**config.mk**
```make
export PLATFORM = sky130hd
export DESIGN_NAME = mult_seq_ctrl
export DESIGN_NICKNAME = d
export VERILOG_FILES = /design/src/rtl/mult_seq_pkg.sv /design/src/rtl/mult_seq_datapath.sv /design/src/rtl/mult_seq_ctrl.sv
export SDC_FILE = /design/constraint.sdc
export NUM_CORES = 1
export LEC_CHECK = 0
export CORE_MARGIN = 3
export CORE_UTILIZATION = 57
export DETAILED_ROUTE_END_ITERATION = 16
export GPL_ROUTABILITY_DRIVEN = 0
export PLACE_DENSITY = 0.93
export SLEW_MARGIN = 20
export SYNTH_ARGS = -nofsm -noshare
export SYNTH_HDL_FRONTEND = slang
export SYNTH_HIERARCHICAL = 1
export SYNTH_SLANG_ARGS = --single-unit
```
**constraint.sdc**
```tcl
create_clock -name clk -period 3.4 [get_ports clk]
set_clock_uncertainty 0.1 [all_clocks]
set_input_delay 0.34 -clock clk [delete_from_list [all_inputs] [get_ports clk]]
set_output_delay 0.34 -clock clk [all_outputs]
set_load 0.03 [all_outputs]
```
**src/rtl/mult_seq_pkg.sv**
```systemverilog
// Shared types and helpers for the sequential shift-add multiplier.
package mult_seq_pkg;

  localparam int unsigned STATE_W = 3;

  typedef enum logic [STATE_W-1:0] {
    IDLE = 3'd0,
    LOAD = 3'd1,
    CALC = 3'd2,
    FIX  = 3'd3,
    DONE = 3'd4
  } state_e;

  // Counter must reach WIDTH itself, hence one bit beyond clog2.
  function automatic int unsigned cnt_width(input int unsigned width);
    return $clog2(width) + 1;
  endfunction

endpackage

```
**src/rtl/mult_seq_datapath.sv**
```systemverilog
// Operand/accumulator registers and the shift-add adder for mult_seq_ctrl.
module mult_seq_datapath
  import mult_seq_pkg::*;
#(
  parameter int unsigned WIDTH      = 8,
  parameter int unsigned EARLY_TERM = 1
) (
  input  logic                          clk,
  input  logic                          reset,
  input  logic                          load,
  input  logic                          calc,
  input  logic                          fix,
  input  logic                          signed_mode,
  input  logic [WIDTH-1:0]              a_in,
  input  logic [WIDTH-1:0]              b_in,
  output logic [2*WIDTH-1:0]            product_out,
  output logic [cnt_width(WIDTH)-1:0]   cnt_out,
  output logic                          calc_last
);

  localparam int unsigned PW = 2 * WIDTH;
  localparam int unsigned CW = cnt_width(WIDTH);

  logic [PW-1:0]    mcand_q, acc_q, product_q;
  logic [WIDTH-1:0] mplier_q, a_mag, b_mag;
  logic [CW-1:0]    cnt_q;
  logic             neg_q;

  // The most-negative input negates to itself, which read unsigned is its magnitude.
  assign a_mag = (signed_mode && a_in[WIDTH-1]) ? -a_in : a_in;
  assign b_mag = (signed_mode && b_in[WIDTH-1]) ? -b_in : b_in;

  assign calc_last = (cnt_q == CW'(WIDTH - 1)) ||
                     ((EARLY_TERM != 0) && (mplier_q[WIDTH-1:1] == '0));

  always_ff @(posedge clk or negedge reset) begin
    if (!reset) begin
      mcand_q   <= '0;
      acc_q     <= '0;
      product_q <= '0;
      mplier_q  <= '0;
      cnt_q     <= '0;
      neg_q     <= 1'b0;
    end else begin
      if (load) begin
        mcand_q  <= {{WIDTH{1'b0}}, a_mag};
        mplier_q <= b_mag;
        acc_q    <= '0;
        cnt_q    <= '0;
        neg_q    <= signed_mode & (a_in[WIDTH-1] ^ b_in[WIDTH-1]);
      end else if (calc) begin
        acc_q    <= acc_q + (mplier_q[0] ? mcand_q : '0);
        mcand_q  <= mcand_q << 1;
        mplier_q <= mplier_q >> 1;
        cnt_q    <= cnt_q + CW'(1);
      end
      if (fix) begin
        product_q <= neg_q ? -acc_q : acc_q;
      end
    end
  end

  assign product_out = product_q;
  assign cnt_out     = cnt_q;

endmodule

```
**src/rtl/mult_seq_ctrl.sv**
```systemverilog
// Sequential shift-add multiplier: start/done handshake, signed mode, optional early exit.
module mult_seq_ctrl
  import mult_seq_pkg::*;
#(
  parameter int unsigned WIDTH      = 8,
  parameter int unsigned EARLY_TERM = 1
) (
  input  logic                          clk,
  input  logic                          reset,
  input  logic                          start,
  input  logic                          signed_mode,
  input  logic [WIDTH-1:0]              a_in,
  input  logic [WIDTH-1:0]              b_in,
  output logic [2*WIDTH-1:0]            product_out,
  output logic                          done_out,
  output logic                          busy_out,
  output logic                          load_out,
  output logic [cnt_width(WIDTH)-1:0]   cnt_out,
  output logic [STATE_W-1:0]            ps_out,
  output logic [STATE_W-1:0]            ns_out
);

  state_e ps_q, ns;
  logic   done_q, busy_q, load_q, mode_q;
  logic   calc_last;

  always_comb begin
    ns = IDLE;
    case (ps_q)
      IDLE:    ns = start ? LOAD : IDLE;
      LOAD:    ns = CALC;
      CALC:    ns = calc_last ? FIX : CALC;
      FIX:     ns = DONE;
      DONE:    ns = IDLE;
      default: ns = IDLE;
    endcase
  end

  // Outputs are registered from the next state so they line up with ps_q.
  always_ff @(posedge clk or negedge reset) begin
    if (!reset) begin
      ps_q   <= IDLE;
      done_q <= 1'b0;
      busy_q <= 1'b0;
      load_q <= 1'b0;
      mode_q <= 1'b0;
    end else begin
      ps_q   <= ns;
      done_q <= (ns == DONE);
      busy_q <= (ns != IDLE);
      load_q <= (ns == LOAD);
      if (ps_q == IDLE && start) begin
        mode_q <= signed_mode;
      end
    end
  end

  mult_seq_datapath #(
    .WIDTH      (WIDTH),
    .EARLY_TERM (EARLY_TERM)
  ) u_datapath (
    .clk         (clk),
    .reset       (reset),
    .load        (ps_q == LOAD),
    .calc        (ps_q == CALC),
    .fix         (ps_q == FIX),
    .signed_mode (mode_q),
    .a_in        (a_in),
    .b_in        (b_in),
    .product_out (product_out),
    .cnt_out     (cnt_out),
    .calc_last   (calc_last)
  );

  assign done_out = done_q;
  assign busy_out = busy_q;
  assign load_out = load_q;
  assign ps_out   = ps_q;
  assign ns_out   = ns;

endmodule

```
==> results of run 1 <==
[what timing repair did]
action / 4_1_cts / 5_1_grt
endpoints found under the hold margin: 28 / 0
hold buffers: 1 / 0
setup endpoints to repair: 0 / 0
[Yosys cell counts, types with 2 or more instances]
| master | instances |
|---|---|
| a311o_1 | 2 |
| o31ai_4 | 3 |
| inv_1 | 15 |
| nand3_1 | 12 |
| and3b_1 | 3 |
| a211oi_1 | 5 |
| dfrtp_1 | 68 |
| a211oi_2 | 2 |
| nor4_1 | 2 |
| ha_1 | 19 |
| o211ai_1 | 2 |
| xor2_1 | 23 |
| nor2b_1 | 3 |
| buf_1 | 4 |
| nor3_1 | 9 |
| o21bai_1 | 2 |
| nor3b_1 | 7 |
| nand2b_1 | 3 |
| o22ai_1 | 2 |
| mux2i_1 | 30 |
| and2_1 | 16 |
| a31oi_1 | 8 |
| and3_1 | 5 |
| o41ai_1 | 2 |
| o21ai_0 | 23 |
| o21ai_1 | 6 |
| nand4_1 | 5 |
| buf_2 | 4 |
| nor2_1 | 56 |
| clkbuf_1 | 13 |
| o31ai_1 | 5 |
| a21oi_1 | 32 |
| buf_6 | 2 |
| nor3_2 | 2 |
| nand3b_1 | 4 |
| mux2_1 | 2 |
| nor4b_1 | 2 |
| xnor2_1 | 8 |
| or3_1 | 6 |
| a21o_1 | 3 |
| nand2_1 | 42 |
[metal layers]
| metal | track usage [%] | part of all wire [%] |
|---|---|---|
| met1 | 31.3 | 43 |
| met5 | 0 | 0 |
| met2 | 38.9 | 48 |
| met3 | 3.53 | 6.3 |
| met4 | 12.0 | 2.7 |
[final timing paths]
check	from	end	slack, ps
min in group asynchronous	reset	u_datapath/product_out[15]	450
max in group asynchronous	reset	u_datapath/mplier_q[1]	1820
hold reg to reg	u_datapath/product_out[0]	u_datapath/product_out[0]	410
hold / removal	u_datapath/product_out[0]	u_datapath/product_out[0]	410
setup / recovery	u_datapath/mplier_q[0]	u_datapath/acc_q[10]	490
setup reg to reg	u_datapath/mplier_q[0]	u_datapath/acc_q[10]	490
[worst max-delay path: stages (launching register included)]
cell	delay [ps]
dfrtp_1	550
and2_1	190
ha_1	200
inv_1	80
fa_1	410
nor2b_1	180
o21ai_1	130
a211oi_2	310
nor2_1	90
o2111a_1	230
a311o_1	320
[registers in the layout, summed over array words and instances, names as in the netlist, 3 cells and up]
| signal | cells |
|---|---|
| u_datapath/product_out | 16 |
| u_datapath/acc_q | 16 |
| u_datapath/mcand_q | 16 |
| u_datapath/cnt_out | 4 |
| u_datapath/mplier_q | 8 |
| ps_out | 3 |
[power breakdown]
group,total [mW],internal (mW),switching [mW]
Clock,0.591,0.299,0.292
Combinational,2.54,1.05,1.49
Sequential,1.54,1.16,0.386
[layout make-up]
| type | count | area [um2] | share of cell area, % |
|---|---|---|---|
| tap | 99 | 124 | 2.42 |
| clock buffer | 13 | 159 | 3.11 |
| inverter | 16 | 60.1 | 1.17 |
| multi-input combinational | 374 | 2550 | 49.8 |
| sequential | 68 | 1700 | 33.3 |
| clock inverter | 2 | 10.0 | 0.196 |
| timing repair buffer | 53 | 515 | 10.1 |
[cells by family (layout without fill, tap and decap cells)]
| family | Yosys count | after routing | synth area share (%) |
|---|---|---|---|
| flops | 68 | 68 | 38.6 |
| compound gates | 108 | 108 | 16.6 |
| mux | 33 | 33 | 7.59 |
| xor+xnor | 31 | 31 | 6.16 |
| simple gates | 182 | 182 | 21.4 |
| buf+inv | 39 | 84 | 3.78 |
| fa+ha+maj | 20 | 20 | 5.85 |
==> metrics.md, run 1 <==
| Metric | Value |
|---|---|
| Status | finished clean |
| CP Launch Type | flop |
| CTS root buf | clkbuf_8 |
| DIE AREA | 8820 um2 |
| Critical Path Sink Type | flop |
| Main synth FF type | dfrtp_1 |
| Area Overhead vs Synth | 16.2% |
| Crit path DAT | 3040 ps |
| Share of cells above drive strength 1 | 6.84% |
| Number of fill cells | 547 |
| Gr ovfl total | 0 |
| Post-synthesis cell count | 481 |
| Overall routing resource usage | 24.0% |
| Initial DRT Pass Iterations | 5 |
| Commonest non-fill, non-tap cells in the layout | dfrtp_1, nor2_1, clkdlybuf4s50_1 |
| Post-synth top area cell | dfrtp_1 |
| Final WS setup | 494 ps |
| Top cell type's share of synthesized area | 38.6% |
| DRT iter0 DRCs | 332 |
| RSZ-0062 raised after global routing | false |
| Hold Path Cell Cnt | 1 |
| Pre-CTS setup slack | 553 ps |
| Final design utilization | 69.4% |
| Peak supply drop | 0.000427 V |
| TritonCTS buffer count | 9 |
| Vias | 3720 |
| Worst r2r path cells | 10 |
| Worst rel slew slack | 57.3% |
| I/O Pins | 49 |
| Total power | 4.67 mW |
| Initial Util | 59.8% |
| Yosys reg bits | 68 |
| Setup violators final | 0 |
| Ant diodes | 0 |
| Synth top area cells | dfrtp_1, mux2i_1, ha_1 |
| Leakage | 2.24 nW |
| DR WL/cell | 15.9 um |
| Fin crit period | 2910 ps |
| Tcrit/Tclk final | 85.5% |
| Placed inst area | 4940 um2 |
| Pin count of the biggest net entering global routing | 66 |
| Max-cap viol count | 0 |
| Wire length after detailed routing | 9.92 mm |
| Post-cts resize count | 0 |
| Synthesis Warnings | 6 |
| F_max | 344 MHz |
| Least-Margin Pin Slew | 640 ps |
| Nets | 562 |
| Num rows | 31 |
| Die Span Y | 93.9 um |
| Drt via density | 5.95 |
| Pwr per Cell Area | 914 nW/um2 |
| ANT nets after route | 0 |
| TNS Setup | 0 ps |
| Synth unique cells | 60 |
| Net Count, Synth | 521 |
| Number of buffers added on ports | 48 |
| Fin. Hold Viols | 0 |
| Die X | 93.9 um |
| Hold Path Class | flop to flop |
| Worst path required time | 3530 ps |
| Asr flop ratio synth | 100% |
| Hold_ws | 414 ps |
| Clock buffer depth | 2 |
| Sequential-to-total area share from yosys stat | 38.6% |
| Max Slew Vio Count | 0 |
| Dpl hpwl | 7.13 mm |
| Post-synthesis cell area | 4400 um2 |
| EDFF count, synth | 0 |
| Clock Pin Slew Worst Setup and Hold Paths | 70 ps |
| Vias in the first global route | 3573 |
| Layout Cells excl Fill | 625 |
| Clk sinks | 68 |
| First-pass GRT wire length | 16.6 mm |
| Fin area | 5120 um2 |
| DRC | 0 |
| Total core area | 7370 um2 |
| Antenna violations before repair | 0 |
| Most common cell after layout, fill and taps aside | dfrtp_1 |
| Crit path max fanout | 17 |
| H-Tree Depth | 3 |
| Kind of critical path | flop to flop |
| Clock latency on the worst-skew pair | 350 ps |
| Post-Syn Area per Cell | 9.16 um2 |
| Postcts setup bufs | 0 |
| CTS tree | built |
| Dpl cells | 609 |
No activity file was read; power rests on OpenSTA's default activity.
==> inputs of run 2 (changes only) <==
CELL_PAD_IN_SITES_DETAIL_PLACEMENT = 1   (was default)
CELL_PAD_IN_SITES_GLOBAL_PLACEMENT = 1   (was default)
CORE_UTILIZATION = 44   (was 57)
RECOVER_POWER = 25   (was default)
SLEW_MARGIN = 40   (was 20)
==> run 2 against run 1 <==
The run now ends with capacitance limit, slew limit left. Combinational power increased by 3%. Critical path depth unchanged. Critical endpoint unchanged. Wire length increased by 20%. Highest routed layer unchanged. Non-clock buffer count unchanged. Flip-flop and latch count unchanged. First-iteration DRC count decreased by 45%. Design area increased by 1.7%. Largest power group unchanged.
==> metrics.md, run 2 (synthesis results as in run 1) <==
| Metric | Value |
|---|---|
| DR WL/cell | 18.2 um (+15%) |
| Die Span Y | 106 um (+13%) |
| Initial DRT Pass Iterations | 4 (-1) |
| Tcrit/Tclk final | 86.3% (+0.84 points) |
| Switching Share | 46.7% (+0.39 points) |
| Final design utilization | 54.8% (-15 points) |
| Worst rel slew slack | -58.4% (-120 points) |
| Die X | 106 um (+13%) |
| Worst path required time | 3530 ps (about the same) |
| TritonCTS buffer count | 9 (unchanged) |
| TNS Setup | 0 ps (unchanged) |
| R2R Setup Slk | 470 ps (-30 ps) |
| Share of cells above drive strength 1 | 7.21% (+0.37 points) |
| Sequential share of power | 31.8% (-1.2 points) |
| Clock network fraction of design power | 15.0% (+2.4 points) |
| CTS root buf | clkbuf_8 |
| RSZ-0062 raised after global routing | false |
| Cell-internal power | 2.62 mW (+4.2%) |
| DIE AREA | 11200 um2 (+28%) |
| First-pass GRT wire length | 20.4 mm (+23%) |
| Fin crit period | 2930 ps (+28.7 ps) |
| Ant diodes | 0 (unchanged) |
| Failing checks | capacitance limit, slew limit |
| Combinational share of power | 53.3% (-1.1 points) |
| Num rows | 35 (+13%) |
| Drt via density | 5.75 (-3.4%) |
| Pwr per Cell Area | 943 nW/um2 (+3.2%) |
| DRC | 0 (unchanged) |
| Critical Path Sink Type | flop |
| Peak supply drop | 0.000400 V (-6.2%) |
| Vias in the first global route | 4251 (+19%) |
| CP Launch Type | flop |
| Total core area | 9500 um2 (+29%) |
| Fin. Hold Viols | 0 (unchanged) |
| Crit path max fanout | 17 (unchanged) |
| Gr ovfl total | 0 (unchanged) |
| Crit path DAT | 3070 ps (+30 ps) |
| Number of fill cells | 1082 (+98%) |
| Clock Pin Slew Worst Setup and Hold Paths | 80 ps (about the same) |
| CTS tree | built |
| Kind of critical path | flop to flop |
| Max Slew Vio Count | 45 (+45) |
| Number of buffers added on ports | 48 (unchanged) |
| Status | finished, violations left |
| Least-Margin Pin Slew | 2380 ps (+1740 ps) |
| ANT nets after route | 0 (unchanged) |
| Clock latency on the worst-skew pair | 350 ps (about the same) |
| Switch Pwr | 2.29 mW (+5.9%) |
| Area Overhead vs Synth | 18.2% |
| Commonest non-fill, non-tap cells in the layout | dfrtp_1, nor2_1, clkdlybuf4s50_1 |
| I/O Pins | 49 (unchanged) |
| Clock buffer depth | 2 (unchanged) |
| Vias | 3770 (+1.3%) |
| Leakage | 2.26 nW (+0.77%) |
| Most common cell after layout, fill and taps aside | dfrtp_1 |
| DRT iter0 DRCs | 182 (-45%) |
| Wire length after detailed routing | 11.9 mm (+20%) |
| Max-cap viol count | 1 (+1) |
| Clk sinks | 68 (unchanged) |
| Antenna violations before repair | 0 (unchanged) |
| Initial Util | 46.3% (-13 points) |
| Setup violators final | 0 (unchanged) |
| F_max | 341 MHz (-0.98%) |
| H-Tree Depth | 3 (unchanged) |
| Nets | 562 (unchanged) |
| Hold Path Class | flop to flop |
| Dpl hpwl | 8.31 mm (+16%) |
| Overall routing resource usage | 22.4% (-1.6 points) |
| Pin count of the biggest net entering global routing | 66 (unchanged) |
[run 2: layer usage]
layer	vias up	share of wire [%]	GRT usage, %
met1	1875	42	26.3
met2	91	53	40.7
met4	0	1.6	8.05
li1	1786	-	-
met5	-	0	0
met3	18	3.7	4.19
[run 2: per-stage QoR]
| stage | hold slack [ps] | area (um2) | instances | worst slack [ps] | total power, mW |
|---|---|---|---|---|---|
| after CTS | 432 | 5210 | 656 | 438 | 4.94 |
| final | 429 | 5200 | 656 | 465 | 4.91 |
| after global routing | 449 | 5200 | 656 | 217 | 5.28 |
| after detailed placement | 272 | 4980 | 639 | 541 | 4.15 |
| after floorplan | -55.6 | 4400 | 481 | 766 | 3.32 |
| after global placement | 398 | 4970 | 639 | 694 | 3.97 |
[run 2: layout make-up]
type | instances | area (um2) | share of cell area, %
multi-input cells | 374 | 2550 | 48.9
repair buffers | 53 | 514 | 9.88
clock buffers | 12 | 165 | 3.17
flip-flops and latches | 68 | 1700 | 32.7
inverters | 16 | 60.1 | 1.15
clock inverters | 4 | 55.1 | 1.06
well taps | 129 | 161 | 3.10
[run 2: power groups by stage]
stage	Clock, mW	Combinational [mW]	Sequential (mW)
CTS	0.755	2.63	1.56
detailed placement	0	2.59	1.56
floorplan	0	1.62	1.70
finish	0.734	2.62	1.56
global route	0.791	2.86	1.62
global placement	0	2.44	1.53
[run 2: worst paths after layout]
path,from,end,cells after the start
setup / recovery,u_datapath/mplier_q[0],u_datapath/acc_q[10],10
hold / removal,u_datapath/product_out[0],u_datapath/product_out[0],1
setup reg to reg,u_datapath/mplier_q[0],u_datapath/acc_q[10],10
hold reg to reg,u_datapath/product_out[0],u_datapath/product_out[0],1
max in group asynchronous,reset,u_datapath/mcand_q[15],3
min in group asynchronous,reset,u_datapath/product_out[12],2
[run 2: critical path: stages (launching register included)]
cell and delay, ps:
dfrtp_1 570, and2_1 200, ha_1 200, inv_1 70, fa_1 410, nor2b_1 150, o21ai_1 130, a211oi_2 330
nor2_1 100, o2111a_1 240, a311o_1 320
[run 2: repair_timing]
item / 4_1_cts / 5_1_grt
setup buffers: 0 / 0
hold buffers: 1 / 0
gates resized for setup: 0 / 0
hold endpoints to repair: 43 / 0
